--- src/rtl/fetch_pkg.sv ---
// rtl/fetch_pkg.sv - shared types and constants for the fetch instruction assembler
package fetch_pkg;

   // Assembler FSM: waiting for an opcode word, or collecting immediate words.
   typedef enum logic {
      S_OP  = 1'b0,
      S_IMM = 1'b1
   } fetch_state_e;

   localparam int WORD_W_DEF  = 16;
   localparam int IMM_BIT_DEF = 2;

   // Width of the consumed-word count, shared with the PC-increment logic.
   localparam int LEN_W = 3;

endpackage

--- src/rtl/fetch_instr_assembler.sv ---
// rtl/fetch_instr_assembler.sv - assembles opcode plus optional immediate words into one instruction
module fetch_instr_assembler
   import fetch_pkg::*;
#(
   parameter int WORD_W    = WORD_W_DEF,
   parameter int IMM_BIT   = IMM_BIT_DEF,
   parameter int IMM_WORDS = 1
) (
   input  logic                        clk,
   input  logic                        rst_n,
   input  logic                        in_valid,
   input  logic [WORD_W-1:0]           in_word,
   output logic                        in_ready,
   input  logic                        flush,
   output logic                        out_valid,
   input  logic                        out_ready,
   output logic [WORD_W-1:0]           out_instr,
   output logic [IMM_WORDS*WORD_W-1:0] out_imm,
   output logic                        out_has_imm,
   output logic [LEN_W-1:0]            out_len
);

   // Parameter sanity: the 2-bit counter covers at most four immediate words.
   if (IMM_WORDS < 1 || IMM_WORDS > 4) begin : g_bad_imm_words
      $error("fetch_instr_assembler: IMM_WORDS must be in 1..4");
   end
   if (IMM_BIT >= WORD_W) begin : g_bad_imm_bit
      $error("fetch_instr_assembler: IMM_BIT must be below WORD_W");
   end

   localparam logic [1:0]       IMM_LAST = 2'(IMM_WORDS - 1);
   localparam logic [LEN_W-1:0] LEN_IMM  = LEN_W'(1 + IMM_WORDS);
   localparam logic [LEN_W-1:0] LEN_OP   = LEN_W'(1);

   fetch_state_e                state_q;
   logic [1:0]                  imm_cnt_q;
   logic [WORD_W-1:0]           hold_q;
   logic                        out_valid_q;
   logic [WORD_W-1:0]           out_instr_q;
   logic [IMM_WORDS*WORD_W-1:0] out_imm_q;
   logic                        out_has_imm_q;
   logic [LEN_W-1:0]            out_len_q;

   // Accumulator contents including the word arriving this cycle in slot imm_cnt.
   logic [IMM_WORDS*WORD_W-1:0] imm_full_d;

   logic xfer;
   logic handoff;
   logic op_with_imm;
   logic imm_write;

   // The input side only stalls on flush or a held output; never depends on in_word.
   always_comb begin
      in_ready = !flush && (!out_valid_q || out_ready);
   end

   assign xfer        = in_valid && in_ready;
   assign handoff     = out_valid_q && out_ready;
   assign op_with_imm = xfer && (state_q == S_OP) && in_word[IMM_BIT];
   assign imm_write   = xfer && (state_q == S_IMM);

   // One register per immediate slot; the opcode of a new immediate instruction clears them.
   for (genvar g = 0; g < IMM_WORDS; g++) begin : g_acc
      logic [WORD_W-1:0] slot_q;

      // Slot g captures the immediate word that arrives while imm_cnt points at it.
      always_ff @(posedge clk or negedge rst_n) begin
         if (!rst_n) begin
            slot_q <= '0;
         end else if (op_with_imm) begin
            slot_q <= '0;
         end else if (imm_write && (imm_cnt_q == 2'(g))) begin
            slot_q <= in_word;
         end
      end

      assign imm_full_d[g*WORD_W +: WORD_W] = (imm_cnt_q == 2'(g)) ? in_word : slot_q;
   end

   // Assembler FSM with registered output stage; flush outranks every transfer and handoff.
   always_ff @(posedge clk or negedge rst_n) begin
      if (!rst_n) begin
         state_q       <= S_OP;
         imm_cnt_q     <= 2'd0;
         hold_q        <= '0;
         out_valid_q   <= 1'b0;
         out_instr_q   <= '0;
         out_imm_q     <= '0;
         out_has_imm_q <= 1'b0;
         out_len_q     <= '0;
      end else if (flush) begin
         state_q     <= S_OP;
         imm_cnt_q   <= 2'd0;
         out_valid_q <= 1'b0;
      end else begin
         if (handoff) begin
            out_valid_q <= 1'b0;
         end
         if (xfer) begin
            case (state_q)
               S_OP: begin
                  if (in_word[IMM_BIT]) begin
                     hold_q    <= in_word;
                     imm_cnt_q <= 2'd0;
                     state_q   <= S_IMM;
                  end else begin
                     out_instr_q   <= in_word;
                     out_imm_q     <= '0;
                     out_has_imm_q <= 1'b0;
                     out_len_q     <= LEN_OP;
                     out_valid_q   <= 1'b1;
                  end
               end
               S_IMM: begin
                  if (imm_cnt_q == IMM_LAST) begin
                     out_instr_q   <= hold_q;
                     out_imm_q     <= imm_full_d;
                     out_has_imm_q <= 1'b1;
                     out_len_q     <= LEN_IMM;
                     out_valid_q   <= 1'b1;
                     imm_cnt_q     <= 2'd0;
                     state_q       <= S_OP;
                  end else begin
                     imm_cnt_q <= imm_cnt_q + 2'd1;
                  end
               end
               default: begin
                  state_q <= S_OP;
               end
            endcase
         end
      end
   end

   assign out_valid   = out_valid_q;
   assign out_instr   = out_instr_q;
   assign out_imm     = out_imm_q;
   assign out_has_imm = out_has_imm_q;
   assign out_len     = out_len_q;

endmodule

--- config.mk ---
export PLATFORM = sky130hd
export DESIGN_NAME = fetch_instr_assembler
export DESIGN_NICKNAME = d
export VERILOG_FILES = /design/src/rtl/fetch_pkg.sv /design/src/rtl/fetch_instr_assembler.sv
export SDC_FILE = /design/constraint.sdc
export NUM_CORES = 1
export LEC_CHECK = 0
export ABC_CLOCK_PERIOD_IN_PS = 2000
export BUFFER_PORTS_ARGS = -buffer_cell sky130_fd_sc_hd__buf_2
export CORE_MARGIN = 3
export CORE_UTILIZATION = 55
export CTS_BUF_LIST = sky130_fd_sc_hd__clkbuf_2 sky130_fd_sc_hd__clkbuf_4 sky130_fd_sc_hd__clkbuf_8
export CTS_CLUSTER_DIAMETER = 60
export DETAILED_ROUTE_END_ITERATION = 8
export GPL_TIMING_DRIVEN = 0
export PLACE_DENSITY = 0.94
export SLEW_MARGIN = 25
export SYNTH_ARGS = -nofsm -noshare
export SYNTH_HDL_FRONTEND = slang
export SYNTH_SLANG_ARGS = --single-unit
--- constraint.sdc ---
create_clock -name clk -period 2 [get_ports clk]
set_input_delay 0.2 -clock clk [delete_from_list [all_inputs] [get_ports clk]]
set_output_delay 0.2 -clock clk [all_outputs]
set_load 0.02 [all_outputs]
; ---- Yosys cells after proc, flatten, opt, wreduce, memory -nomap -nowiden
; Index checks and enable logic that the tools add are counted.
[classes]
div = 0
shifts = 0
eq_ne = 3
bitwise_logic = 2
muxes = 28
order_cmp = 0
addsub = 1
n_mul = 0
n_reduce_logical = 11
[op_table]
columns = operator, count
row1 = $mux 16, 4
row2 = $pmux 16 s2, 2
row3 = $mux 1, 11
row4 = $mux 2, 4
row5 = $reduce_and 4->1, 2
row6 = $mux 3, 2
row7 = $pmux 1 s2, 3
row8 = $pmux 3 s2, 1
row9 = $pmux 2 s2, 1
row10 = $logic_and 1x1->1, 3
row11 = $ne 3x3->1 const B, 1
row12 = $add 2x1->2 const B, 1
row13 = $logic_not 1->1, 2
row14 = $logic_not 2->1, 1
row15 = $ne 2x1->1 const B, 1
row16 = $ne 2x2->1 const B, 1
row17 = $not 1->1, 2
row18 = $reduce_and 2->1, 1
row19 = $reduce_bool 2->1, 1
row20 = $logic_or 1x1->1, 1
[word_totals]
inputBits = 21
mem_bits_rw = 0
rom_bits = 0
regBits = 56
word_cells = 53
latchBits = 0
mem_count = 0

; ---- Longest topological paths before layout
; Gate-level depths: netlist (run 1).
[depth]
ltp_word = 6
depth_mapped = 6

; ---- Worst setup path before layout (run 1)
; OpenSTA, ideal clock, no wires.
[synth_path]
kind = reg-to-reg
startpoint = reg imm_cnt_q[0]
endpoint = reg out_instr_q[10] (netlist: out_instr[10])
path_stages_with_launch = 7
slack_ns = 0.261
t_arrival_ns = 1.615
n_path_buf = 1
setup_ns = 0.125
synth_period_minus_slack_ns = 1.739
path_cell_list = dfrtp_1 > inv_1 > ha_1 > nand2_4 > a211oi_4 > buf_6 > mux2_2
[synth_via]
elab_chain_cells = 3
[synth_rtl]
columns = element, line
row1 = from (decl), fetch_instr_assembler.sv:36  ; logic [1:0] imm_cnt_q;
row2 = from (signal assigned), fetch_instr_assembler.sv:124  ; imm_cnt_q <= imm_cnt_q + 2'd1;
row3 = $logic_not 2->1, fetch_instr_assembler.sv:115  ; if (imm_cnt_q == IMM_LAST) begin
row4 = $ne 2x1->1 (no source line), n/a
row5 = $reduce_and 4->1 (no source line), n/a
row6 = to (signal assigned), fetch_instr_assembler.sv:107  ; out_instr_q <= in_word;
row7 = to (signal assigned), fetch_instr_assembler.sv:116  ; out_instr_q <= hold_q;
row8 = to (decl), fetch_instr_assembler.sv:39  ; logic [WORD_W-1:0] out_instr_q;
; Every way passes these cells.
; A chain may end at the register's enable or synchronous reset.

; ---- Worst setup path in the final report (run 1)
[layout_path]
startpoint = reg imm_cnt_q[0]
endpoint = reg out_instr_q[8] (netlist: out_instr[8])
; Same word-level chain as after synthesis.

==> results of run 1 <==
[state kept, by name, summed over array words and instances, names as in the netlist]
register	count
out_instr	16
out_valid	1
out_imm	16
imm_cnt_q	2
hold_q	16
out_len	2
state_q	1
[path summary, 6_finish.rpt]
check                                      endpoint  slack, ns  cells after the start
setup / recovery           out_instr[8]$_DFFE_PN0P_       0.17                      6
hold / removal               out_imm[5]$_DFFE_PN0P_       0.15                      2
setup reg to reg           out_instr[8]$_DFFE_PN0P_       0.17                      6
hold reg to reg               hold_q[2]$_DFFE_PN0P_       0.49                      1
max in group asynchronous     hold_q[2]$_DFFE_PN0P_       1.07                      2
min in group asynchronous     hold_q[5]$_DFFE_PN0P_       0.49                      2
[through the flow]
stage	setup TNS (ns)	power, mW
floorplan	0	2.15
global placement	0	2.46
detailed placement	-0.0860	2.51
CTS	0	3.14
global route	0	3.28
finish	0	3.12
[where the power goes]
group	total [mW]	internal (mW)	leakage (nW)	switching [mW]
clock	0.623	0.279	0.0472	0.344
combinational	0.990	0.455	0.686	0.534
sequential	1.51	1.36	0.670	0.150
total	3.12	2.09	1.40	1.03
[repair_timing]
action | in CTS | in global routing
hold buffers | 1 | 0
pin swaps | 1 | 0
gates resized for setup | 0 | 1
hold endpoints to repair | 54 | 0
setup endpoints to repair | 10 | 10
setup buffers | 2 | 0
[worst max-delay path, stage by stage, from the launching register on]
cell	delay (ns)
dfrtp_1	0.37
inv_1	0.10
ha_1	0.30
nand2_4	0.11
a211oi_4	0.28
buf_6	0.20
mux2_2	0.35
[cell type report]
| type | instances | area (sq um) |
|---|---|---|
| clock buffers | 6 | 82.6 |
| inverters | 5 | 18.8 |
| multi-input cells | 106 | 1020 |
| plain buffers | 11 | 75.1 |
| clock inverters | 2 | 12.5 |
| well taps | 50 | 62.6 |
| flip-flops and latches | 54 | 1350 |
| fillers | 300 | 1210 |
| repair buffers | 60 | 313 |
[layer usage]
metal / share of wire / global-route usage
met5: 0 / 0
met4: 0.016 / 0.0656
met3: 0.049 / 0.0358
met2: 0.52 / 0.350
met1: 0.42 / 0.276
[placed cells by master (no fill, tap or decap), drive strengths merged, types with 3 or more instances in the layout]
| cell | n |
|---|---|
| buf | 67 |
| dfrtp | 54 |
| mux2 | 45 |
| a22o | 14 |
| clkbuf | 9 |
| nand2 | 6 |
| nor2 | 5 |
| inv | 5 |
| nor2b | 5 |
| nand3 | 3 |
| nand2b | 3 |
| nor3 | 3 |
[cell families after synthesis]
| kind of cell | count (synthesis) | synth area share |
|---|---|---|
| muxes | 45 | 0.220 |
| and+or+nand+nor | 31 | 0.0810 |
| DFF | 54 | 0.550 |
| other | 1 | 0.00153 |
| buffers and inverters | 16 | 0.0382 |
| adders and majority gates | 2 | 0.0102 |
| AOI/OAI and AO/OA | 27 | 0.0988 |
==> flow_summary.ini, run 1 <==
[floorplan]
io_pins = 59
die_width_microns = 72.8
coreArea_sq_um = 4140
fp-row-count = 23
start_util = 0.593
die_y_microns = 72.8
die_area_sq_um = 5300

[yosys]
synth_seq_cells = 54
synth-seq-area-share = 0.550
ys.flop_type = dfrtp_1
syn_area_per_cell_sq_um = 14.0
postSynthCellCount = 176
syn-num-nets = 199
ys.warnings.count = 0
synth_most_common_cell = dfrtp_1
yosys-top-cells-count = dfrtp_1, mux2_2, a22o_1, mux2_4
async_reset_ff_frac = 1.00
synth_top_area_cell = dfrtp_1
syn_area_sq_um = 2460
synth-edff-count = 0
synth.distinct_cells = 37
yosys.area.top_type_share = 0.550
yosys-top-cells-area = dfrtp_1, mux2_2, mux2_4, a22o_1, buf_6

[routing]
viasPerCell = 5.59
drcViolationCount = 0
ant_nets = 0
drt_first_iter_violations = 88
drt-pass1-iter-count = 4
avgRoutedWirePerCell_microns = 17.7
routed_wl_microns = 5200
vias = 1644

[placed_design]
dpl.cell_count = 283
gp_congestion = 0.882
dp_slack_ns = -0.0200
placed_cell_area_sq_um = 2810
io_buffers = 57
place_hpwl_microns = 3600

[clock_network]
clkLatencyLatePin_ns = 0.30
cts_buffer_depth = 2
cts_sinks = 54
cts-root-buf = clkbuf_8
htree_levels = 2
path_clk_slew_ns = 0.10
cts_made_buffers = 5
cts_tree = yes

[grt]
antenna_found_initial = 0
grt_max_degree = 55
grtUsageTotal = 0.208
grt_overflow = 0
grt_pass1_vias = 1711
grt_pass1_wl_microns = 8450

[setup_path]
cp-start-kind = flop
end_kind = flop
cp-startpoint = imm_cnt_q[0]$_DFFE_PN0P_
required_ns = 2.19
r2r_start = imm_cnt_q[0]$_DFFE_PN0P_
path_max_fanout = 10
worstPathArrival_ns = 2.02
setup.worst_path.class = flop to flop

[timing]
fin_ws_ns = 0.170
fmax_mhz = 546
fin_skew_ns = 0.00730
setup_viol = 0
fin_crit_ns = 1.83
worst_slew_pin_slew_ns = 0.657
slew_headroom = 0.562
rsz0062_at_grt = no
holdWs_ns = 0.147
min_period_over_period = 0.915
hold_viol_final = 0
maxSlewViolCount = 0

[outcome]
status = finished, final reports clean

[worst_hold_path]
hold_path.class = input port to flop
hold_path.startpoint = in_word[5]

[final_layout]
nets = 266
fin_util = 0.708
area_growth_pct = 19.4
drive_gt1_frac = 0.533
stdcell_count = 294
design_area_sq_um = 2930
antenna-diode-count = 0

[flow_run]
maxCapViolCount = 0

[power]
p_leak_nw = 1.40
irDropWorstVdd_mv = 0.795
powerDensity_nw_per_um2 = 1060
Power figures use the tool's default switching activity.
==> run 2: changes to the inputs <==
Settings changed: ABC_AREA set to 1, PLACE_DENSITY 0.94 to 0.93.
==> flow_summary.ini, run 2 <==
[final_layout]
nets = 393
area_growth_pct = 17.8
antenna-diode-count = 0
nFillCells = 313
mostFrequentLayoutCell = nand2_1
drive_gt1_frac = 0.246
mostFrequentLayoutCells = nand2_1, buf_2, dfrtp_1

[grt]
grt_pass1_vias = 2149
grtUsageTotal = 0.241
grt_max_degree = 55
grt_overflow = 0
grt_pass1_wl_microns = 10000
antenna_found_initial = 0

[floorplan]
io_pins = 59
die_area_sq_um = 5380
fp-row-count = 23
die_y_microns = 73.4
die_width_microns = 73.4
start_util = 0.598
coreArea_sq_um = 4170

[yosys]
ys.flop_type = dfrtp_1
ys.warnings.count = 0
synth-edff-count = 0
synth_seq_cells = 54
synth_top_area_cell = dfrtp_1
async_reset_ff_frac = 1.00
synth_most_common_cell = nand2_1
syn_area_sq_um = 2500
postSynthCellCount = 305
yosys.area.top_type_share = 0.541
synth.distinct_cells = 23
yosys-top-cells-area = dfrtp_1, nand2_1, o21ai_0, nand3_1, o21ai_1
syn_area_per_cell_sq_um = 8.18
syn-num-nets = 328
yosys-top-cells-count = nand2_1, dfrtp_1, o21ai_0, nand3_1, o21ai_1
synth-seq-area-share = 0.541

[clock_network]
cts_made_buffers = 5
cts_sinks = 54
path_clk_slew_ns = 0.09
clkLatencyLatePin_ns = 0.31
cts-root-buf = clkbuf_8
htree_levels = 2
cts_buffer_depth = 2
hold_buffers = 1
cts_setup_buffers = 0
cts_tree = yes
cts_resized = 0

[placed_design]
place_hpwl_microns = 4180
dp_slack_ns = 0.411
gp_congestion = 0.875
io_buffers = 57

[setup_path]
setup.worst_path.class = flop to flop
end_kind = flop
r2r_start = imm_cnt_q[0]$_DFFE_PN0P_
cp-startpoint = imm_cnt_q[0]$_DFFE_PN0P_
required_ns = 2.25
path_max_fanout = 10
rrSetupSlack_ns = 0.39
cp-start-kind = flop
r2r-end = out_imm[9]$_DFFE_PN0P_
worstPathArrival_ns = 1.86
r2r_cells = 8

[timing]
fmax_mhz = 620
maxSlewViolCount = 0
fin_crit_ns = 1.61
tns_ns = 0
worst_slew_pin_slew_ns = 0.669
setup_viol = 0
slew_headroom = 0.554
rsz0062_at_grt = no
hold_viol_final = 0
min_period_over_period = 0.807
fin_ws_ns = 0.386
fin_skew_ns = 0.00638

[routing]
ant_nets = 0
drcViolationCount = 0
viasPerCell = 5.35
drt_first_iter_violations = 226
drt-pass1-iter-count = 4
avgRoutedWirePerCell_microns = 14.2
vias = 2245
routed_wl_microns = 5980

[worst_hold_path]
whs_path_depth = 2
hold_path.startpoint = flush
hold_end = out_valid$_DFF_PN0_
hold_path.class = input port to flop

[outcome]
status = finished, final reports clean

[power]
combPwrFrac = 0.309
pwr-share-seq = 0.491
intPower_mw = 1.89
p_leak_nw = 1.71
netSwitchingFraction = 0.366
clockPowerShare = 0.200
power.switching_mw = 1.09
powerDensity_nw_per_um2 = 1010
irDropWorstVdd_mv = 0.539

[flow_run]
maxCapViolCount = 0
run 2: logic make-up (layout without fill, tap and decap cells):
group           count (synthesis)  in the layout  synth area share
simple gates                  184            184             0.311
flops                          54             54             0.541
compound gates                 36             36            0.0722
buf+inv                        28             93            0.0642
fa+ha+maj                       2              2            0.0100
other cells                     1              1           0.00150
run 2: power by group through the flow:
| stage | combinational (mW) | sequential [mW] | clock (mW) |
|---|---|---|---|
| finish | 0.920 | 1.46 | 0.597 |
| global route | 1.02 | 1.49 | 0.651 |
| CTS | 0.927 | 1.46 | 0.606 |
| detailed placement | 0.921 | 1.48 | 0 |
| global placement | 0.893 | 1.47 | 0 |
| floorplan | 0.368 | 1.69 | 0 |
run 2: cell type report:
type / instances / area, sq um / share of cell area
multi-input cells: 223 / 985 / 0.335
flip-flops and latches: 54 / 1350 / 0.460
clock inverters: 1 / 7.51 / 0.00255
plain buffers: 17 / 116 / 0.0396
well taps: 50 / 62.6 / 0.0213
clock buffers: 6 / 76.3 / 0.0260
repair buffers: 58 / 298 / 0.101
inverters: 11 / 43.8 / 0.0149
run 2: critical path, cell delays in order, from the launching register on:
cell and delay (ns):
dfrtp_1 0.36, inv_1 0.06, ha_1 0.20, nand2_2 0.13, inv_2 0.07, nor2_4 0.23, buf_2 0.30, o21ai_0 0.14
nand2_1 0.07
run 2: worst max-delay path by stage:
stage / end / slack, ns
4_1_cts: out_imm[9]$_DFFE_PN0P_ / 0.40
3_5_place_dp: out_imm[9]$_DFFE_PN0P_ / 0.41
2_1_floorplan: out_imm[10]$_DFFE_PN0P_ / 0.65
3_3_place_gp: out_imm[12]$_DFFE_PN0P_ / 0.47
5_1_grt: out_imm[12]$_DFFE_PN0P_ / 0.30
6_report: out_imm[9]$_DFFE_PN0P_ / 0.39
run 2: per-layer routing:
layer | global-route usage | wire length (microns)
met1 | 0.334 | 2440
met2 | 0.379 | 2920
met3 | 0.0520 | 518
met4 | 0.0785 | 102
met5 | 0 | 0
run 2: metrics by stage:
stage / util / cells / power, mW / instance area (sq um) / hold WS, ns
global route: 0.705 / 420 / 3.17 / 2940 / 0.129
global placement: 0.682 / 412 / 2.36 / 2840 / 0.426
detailed placement: 0.682 / 412 / 2.40 / 2850 / 0.280
CTS: 0.705 / 420 / 3.00 / 2940 / 0.101
finish: 0.705 / 420 / 2.98 / 2940 / 0.110
floorplan: - / 305 / 2.06 / 2500 / -0.0956
